==> src/rtl/alu_share_arb.sv <==
// Two-requester arbiter in front of one shared combinational ALU. Each requester
// has a one-entry response slot with valid/ready handshakes on both sides.
module alu_share_arb #(
    parameter int               WIDTH      = 32,
    parameter int               OPW        = 5,
    parameter int               FIXED_PRIO = 0,
    parameter logic [OPW-1:0]   ALU_NOP    = OPW'(0),
    parameter logic [OPW-1:0]   ALU_ADD    = OPW'(1),
    parameter logic [OPW-1:0]   ALU_SUB    = OPW'(2)
) (
    input  logic                 clk,
    input  logic                 rst,
    input  logic [1:0]           req_valid,
    output logic [1:0]           req_ready,
    input  logic [2*OPW-1:0]     req_op,
    input  logic [2*WIDTH-1:0]   req_a,
    input  logic [2*WIDTH-1:0]   req_b,
    output logic [1:0]           rsp_valid,
    input  logic [1:0]           rsp_ready,
    output logic [2*WIDTH-1:0]   rsp_c,
    output logic [1:0]           rsp_zero,
    output logic [1:0]           rsp_ovf,
    output logic [1:0]           rsp_gez,
    output logic [WIDTH-1:0]     alu_a,
    output logic [WIDTH-1:0]     alu_b,
    output logic [OPW-1:0]       alu_op,
    input  logic [WIDTH-1:0]     alu_c,
    input  logic                 alu_zero,
    input  logic                 alu_ovf,
    input  logic                 alu_gez
);

    logic [1:0]       w_elig;
    logic [1:0]       w_grant;
    logic             w_ovf_m;
    logic             r_ptr;
    logic [1:0]       r_valid;
    logic [WIDTH-1:0] r_c    [2];
    logic [1:0]       r_zero;
    logic [1:0]       r_ovf;
    logic [1:0]       r_gez;

    genvar gi;
    generate
        for (gi = 0; gi < 2; gi++) begin : g_elig
            // A slot being drained this cycle can accept a new result on the same edge.
            assign w_elig[gi] = req_valid[gi] & (~r_valid[gi] | rsp_ready[gi]);
        end
    endgenerate

    always_comb begin
        w_grant = 2'b00;
        if (!rst) begin
            case (w_elig)
                2'b01:   w_grant = 2'b01;
                2'b10:   w_grant = 2'b10;
                2'b11:   w_grant = ((FIXED_PRIO != 0) || !r_ptr) ? 2'b01 : 2'b10;
                default: w_grant = 2'b00;
            endcase
        end
    end

    assign req_ready = w_grant;

    // Pointer names the requester favoured on the next tie; it only moves on ties.
    always_ff @(posedge clk) begin
        if (rst) begin
            r_ptr <= 1'b0;
        end else if (w_elig == 2'b11) begin
            r_ptr <= w_grant[0];
        end
    end

    always_comb begin
        alu_a  = '0;
        alu_b  = '0;
        alu_op = ALU_NOP;
        if (w_grant[1]) begin
            alu_a  = req_a[WIDTH +: WIDTH];
            alu_b  = req_b[WIDTH +: WIDTH];
            alu_op = req_op[OPW +: OPW];
        end else if (w_grant[0]) begin
            alu_a  = req_a[0 +: WIDTH];
            alu_b  = req_b[0 +: WIDTH];
            alu_op = req_op[0 +: OPW];
        end
    end

    // The ALU overflow output is only meaningful for add/sub.
    assign w_ovf_m = alu_ovf & ((alu_op == ALU_ADD) | (alu_op == ALU_SUB));

    generate
        for (gi = 0; gi < 2; gi++) begin : g_slot
            always_ff @(posedge clk) begin
                if (rst) begin
                    r_valid[gi] <= 1'b0;
                    r_c[gi]     <= '0;
                    r_zero[gi]  <= 1'b0;
                    r_ovf[gi]   <= 1'b0;
                    r_gez[gi]   <= 1'b0;
                end else if (w_grant[gi]) begin
                    r_valid[gi] <= 1'b1;
                    r_c[gi]     <= alu_c;
                    r_zero[gi]  <= alu_zero;
                    r_ovf[gi]   <= w_ovf_m;
                    r_gez[gi]   <= alu_gez;
                end else if (rsp_ready[gi]) begin
                    r_valid[gi] <= 1'b0;
                end
            end

            assign rsp_c[gi*WIDTH +: WIDTH] = r_c[gi];
        end
    endgenerate

    assign rsp_valid = r_valid;
    assign rsp_zero  = r_zero;
    assign rsp_ovf   = r_ovf;
    assign rsp_gez   = r_gez;

endmodule
==> config.mk <==
export PLATFORM = sky130hd
export DESIGN_NAME = alu_share_arb
export DESIGN_NICKNAME = d
export VERILOG_FILES = /design/src/rtl/alu_share_arb.sv
export SDC_FILE = /design/constraint.sdc
export NUM_CORES = 1
export LEC_CHECK = 0
export CORE_AREA = 2 2 123 125
export DETAILED_ROUTE_END_ITERATION = 10
export DIE_AREA = 0 0 125 127
export PLACE_DENSITY = 0.66
export SLEW_MARGIN = 25
export SYNTH_ARGS = -nofsm -noshare
export SYNTH_HDL_FRONTEND = slang
export SYNTH_SLANG_ARGS = --single-unit
==> constraint.sdc <==
create_clock -name clk -period 4.7 [get_ports clk]
set_input_delay 0.705 -clock clk [delete_from_list [all_inputs] [get_ports clk]]
set_output_delay 0.705 -clock clk [all_outputs]
set_load 0.005 [all_outputs]
# == After elaboration in Yosys (flattened, before gate mapping) ==
# Memory sizes are Yosys's and may differ from the RTL's.
# Cells that the tools add are included.
# totals
memories,1
ram_bits,64
out_inout_bits,143
ff_bits,9
# classes
mux,23
bitwise_logic,10
n_eq_ne,5
reduce_logical,2
# memory_table
name,words,width,read_ports,rd_ports_with_merged_regs,wr,line,rtl
r_c,2,32,2,0,2,38,logic [WIDTH-1:0] r_c [2];
# ops
cell,count
32-bit two-way mux,6
1-bit two-way mux,12
5-bit two-way mux,2
2-bit one-hot mux with 3 select lines,1
5-bit by 1-bit == test with 1-bit output (second input constant),1
5-bit by 2-bit == test with 1-bit output (second input constant),1
1-bit OR,5
2-bit == test (second input constant),2
2-bit two-way mux,2
2-bit nonzero test,2
1-bit bitwise AND,3
2-bit by 1-bit == test with 1-bit output (second input constant),1
1-bit inverter,2

# == Longest topological paths before layout ==
# logic_depth
depth_word,11
depth_mapped,7
mapped_depth_nobuf,5

# == Worst setup path before layout ==
# Ideal clock, no wire load.
# synth_path
kind,input-to-output
start,input port rsp_ready[1]
end,output port alu_a[0]
cell_stages,7
required_ns,3.995
arrival_time_ns,1.823
path_slack_ns,2.172
path_cell_list,nand2b_4 a311o_1 buf_6 nor2_4 buf_6 buf_6 a22o_1
# synth_between
elab_chain_len,7
# synth_lines
item,line,rtl
"start, declared",19,"input logic [1:0] rsp_ready,"
1-bit OR (*),47,assign w_elig[gi] = req_valid[gi] & (~r_valid[gi] | rsp_ready[gi]);
1-bit bitwise AND (*),47,
2-bit == test / 2-bit by 1-bit == test with 1-bit output (equally long branches),54,case (w_elig)
2-bit one-hot mux with 3 select lines (*),54,
2-bit two-way mux (*),53,if (!rst) begin
32-bit two-way mux,82,end else if (w_grant[0]) begin
32-bit two-way mux (*),78,if (w_grant[1]) begin
"end, declared",24,"output logic [WIDTH-1:0] alu_a,"
# Mark *: on every way between the ends. The rest lies on a longest branch, timed or not.

# == Worst setup path in the final report ==
# layout_path
start,input port rsp_ready[1]
end,output port alu_b[12]
# layout_between
elab_chain_len,7
# layout_lines
item,line,rtl
1-bit OR (*),47,
1-bit bitwise AND (*),47,
2-bit == test / 2-bit by 1-bit == test with 1-bit output (equally long branches),54,
2-bit one-hot mux with 3 select lines (*),54,
2-bit two-way mux (*),53,
32-bit two-way mux,82,
32-bit two-way mux (*),78,
"end, declared",25,"output logic [WIDTH-1:0] alu_b,"
# Marked as above.

==> PnR_summary.wiki <==
{| class="wikitable"
! Metric !! Value
|-
| Post-layout minimum cycle time || 4.08 ns
|-
| Die area || 15900 um^2
|-
| Worst min-delay path endpoint || rsp_ovf[0]
|-
| Total of buffers placed on input and output ports || 321
|-
| Static power due to leakage || 2.70 nW
|-
| Ys async rst share || 0%
|-
| Post-route met1 wirelength || 5630 um
|-
| Yosys Warn Count || 0
|-
| Antenna-violating nets left || 0
|-
| Max Fanout on Critical Path || 62
|-
| Largest net degree at the start of global routing || 63
|-
| DR WL met2 || between 7000 and 8000 um
|-
| Pwr per Cell Area || 263 nW/um^2
|-
| Slew HR || 41.8%
|-
| Maximum achievable frequency || 245 MHz
|-
| Area growth syn-to-layout || 99.9%
|-
| Row Count || 44
|-
| Post-layout utilization of the core || 49.8%
|-
| X dimension of the die || 125 um
|-
| Number of buffers between clock root and the deepest sink || 2
|-
| Class of the tightest hold or removal check || reg -> reg
|-
| Post-Route Skew || 0.00864 ns
|-
| Placement-stage worst setup slack || 0.461 ns
|-
| Clock buffer count from CTS || 9
|-
| Count of fill cells added during filler insertion || 1309
|-
| Top cells by count, synth || a22o_1 (68), and2_1 (64), edfxtp_1 (64), buf_6 (15), dfxtp_1 (9)
|-
| Area share of the largest cell type after synthesis || 53.4%
|-
| Slew @ Worst Pin || 0.873 ns
|-
| Design Power || 1.89 mW
|-
| Finish-stage setup viols || 0
|-
| Number of global-route vias before repair || between 3000 and 4000
|-
| Endpoint of the most critical register-to-register path || r_c[0][2]
|-
| Wire length of the first global-routing pass || between 20000 and 25000 um
|-
| Post-cts sizing count || 0
|-
| Cell with the most instances after synthesis || a22o_1
|-
| Non-filler cells in the finished layout || ~780
|-
| Cell depth of the worst hold path || 2
|-
| Reg2reg path depth || 3
|-
| Initial core utilization || 24.9%
|-
| Setup crit end kind || output port
|-
| Cell area after synthesis || 3600 um^2
|-
| Area of combinational cells with multiple inputs || approximately 1300 um^2
|-
| Number of synthesized flops with an enable pin || 64
|-
| Layout cell share with drive strength beyond 1 || under 10%
|-
| Net count reported at finish || approximately 760
|-
| Overall die height || 127 um
|-
| Cell chosen for the clock root || clkbuf_16
|-
| Sort of element at the start of the critical path || primary input
|-
| WL per Instance || between 15 and 20 um
|-
| Status || finished clean
|-
| Worst IR Drop VDD || around 130 uV
|-
| Placed cell count || 754
|-
| Final Max Tran Viols || 0
|-
| FF-to-FF setup slack || approximately 2.6 ns
|-
| Ratio of final minimum period to clock period || 86.9%
|-
| Flip-flop and latch count after synthesis || 73
|-
| Remaining DRCs || 0
|-
| Number of vias per cell || 4.58
|-
| First DRT Iteration DRCs || 169
|-
| Top FF cell, synth || edfxtp_1
|-
| Worst-Skew Late Latency || approximately 0.33 ns
|-
| Area of the core || 14400 um^2
|-
| Area occupied by registers || 2100 um^2
|-
| Post-synthesis cell count || 268
|-
| Cell taking the most area after synthesis || edfxtp_1
|-
| Net count after synthesis || 447
|-
| Type of the worst setup path || in -> out
|-
| Final estimated routing congestion in global placement || 0.937
|-
| Total number of H-tree levels || 3
|-
| Overall track demand over capacity in global routing || 19.0%
|-
| Clock sink total || 73
|-
| Max-cap viol count || 0
|-
| Final hold violations || 0
|-
| Per-instance average area after synthesis || around 13 um^2
|-
| Startpoint of the worst register-to-register path || rsp_valid[1]
|-
| Hold path start || rsp_ovf[0]
|-
| CP Data Arrival Time || 3.38 ns
|-
| Number of detailed-route iterations in the first pass || 4
|-
| Worst EP required || 3.99 ns
|-
| Sequential share of the synthesized area || 58.5%
|-
| Initial antenna violation count || 5
|-
| Synth area leaders || edfxtp_1 (53%), a22o_1 (17%), and2_1 (11%)
|-
| Post-synth cell types || 29
|-
| Setup Buffers After CTS || 0
|-
| Total global routing overflow || 0
|-
| Vias after detailed routing || between 3000 and 4000
|-
| Met3 wire len || 1320 um
|-
| Half-perimeter wire length after detailed placement || 12300 um
|-
| CTS Hold Buffers Added || 0
|-
| Total detailed-routing wirelength || 15500 um
|-
| Setup repair after global routing missed its margin || false
|-
| Clock tree from TritonCTS || done
|-
| Uppermost signal routing layer after detailed routing || met4
|-
| Worst-path clk slew || ~0.060 ns
|-
| Number of I/O pins || 322
|-
| Setup TNS after final layout || 0 ns
|-
| Final worst-path setup slack || 0.616 ns
|}
layer usage:
layer  vias to the layer above  GRT usage, %
met5                         -             0
met2                       204          33.8
met1                      1668          20.2
met4                         0          9.54
li1                       1650             -
met3                        30          6.24
final cells by class:
class	count	share of cell area, %
inverter	5	0.261
tap	184	3.20
clock inverter	6	0.470
antenna	5	0.174
sequential	73	29.2
clock buffer	10	3.19
timing repair buffer	327	45.8
multi-input combinational	166	17.7
power by group:
part / switching [mW] / total, mW / internal (mW) / leakage (nW)
logic: 0.171 / 0.513 / 0.342 / 1.80
clock network: 0.240 / 0.593 / 0.353 / 0.128
registers: 0.0174 / 0.783 / 0.766 / 0.765
total: 0.429 / 1.89 / 1.46 / 2.70
cell families (layout without fill, tap and decap cells):
| group | count (synthesis) | count (layout) | share of synthesized area [%] |
|---|---|---|---|
| simple gates | 84 | 84 | 14.7 |
| mux | 4 | 4 | 1.11 |
| flops | 73 | 73 | 58.5 |
| buf+inv | 29 | 348 | 6.51 |
| other cells | 0 | 5 | 0 |
| xor+xnor | 2 | 2 | 0.487 |
| compound gates | 76 | 76 | 18.7 |
worst max-delay path: stages:
cell,delay [ns]
clkdlybuf4s50_1,0.40
nand2b_4,0.16
a311o_1,0.51
nor2_4,0.37
buf_12,0.31
a22o_1,0.33
clkdlybuf4s50_1,0.57
flip-flops by register name, summed over array words and instances (netlist names):
name,flops
rsp_valid,2
r_c,64
r_ptr,1
rsp_zero,2
rsp_gez,2
rsp_ovf,2
worst max path at each step:
stage                            start   endpoint  slack, ns
after floorplan           rsp_ready[1]   alu_a[0]       2.17
after global placement    rsp_ready[1]  alu_b[13]       0.55
after detailed placement  rsp_ready[0]  alu_b[13]       0.46
after CTS                 rsp_ready[0]  alu_b[13]       0.45
after global routing      rsp_ready[0]  alu_b[12]       0.50
final                     rsp_ready[1]  alu_b[12]       0.62
metrics by stage:
step	hold slack, ns	cell area [um^2]
6_report	0.457	7190
2_1_floorplan	0.448	3600
4_1_cts	0.461	7150
3_3_place_gp	0.445	6880
3_5_place_dp	0.454	6880
5_1_grt	0.490	7180
placed cells by master (no fill, tap or decap), types with 5 or more instances in the layout:
| cell type | n |
|---|---|
| edfxtp_1 | 64 |
| clkbuf_16 | 9 |
| nor2_1 | 6 |
| dfxtp_1 | 9 |
| inv_1 | 5 |
| a22o_1 | 68 |
| and2_1 | 64 |
| clkdlybuf4s50_1 | 321 |
| diode_2 | 5 |
Note: power is estimated with default switching activity, not from simulation.
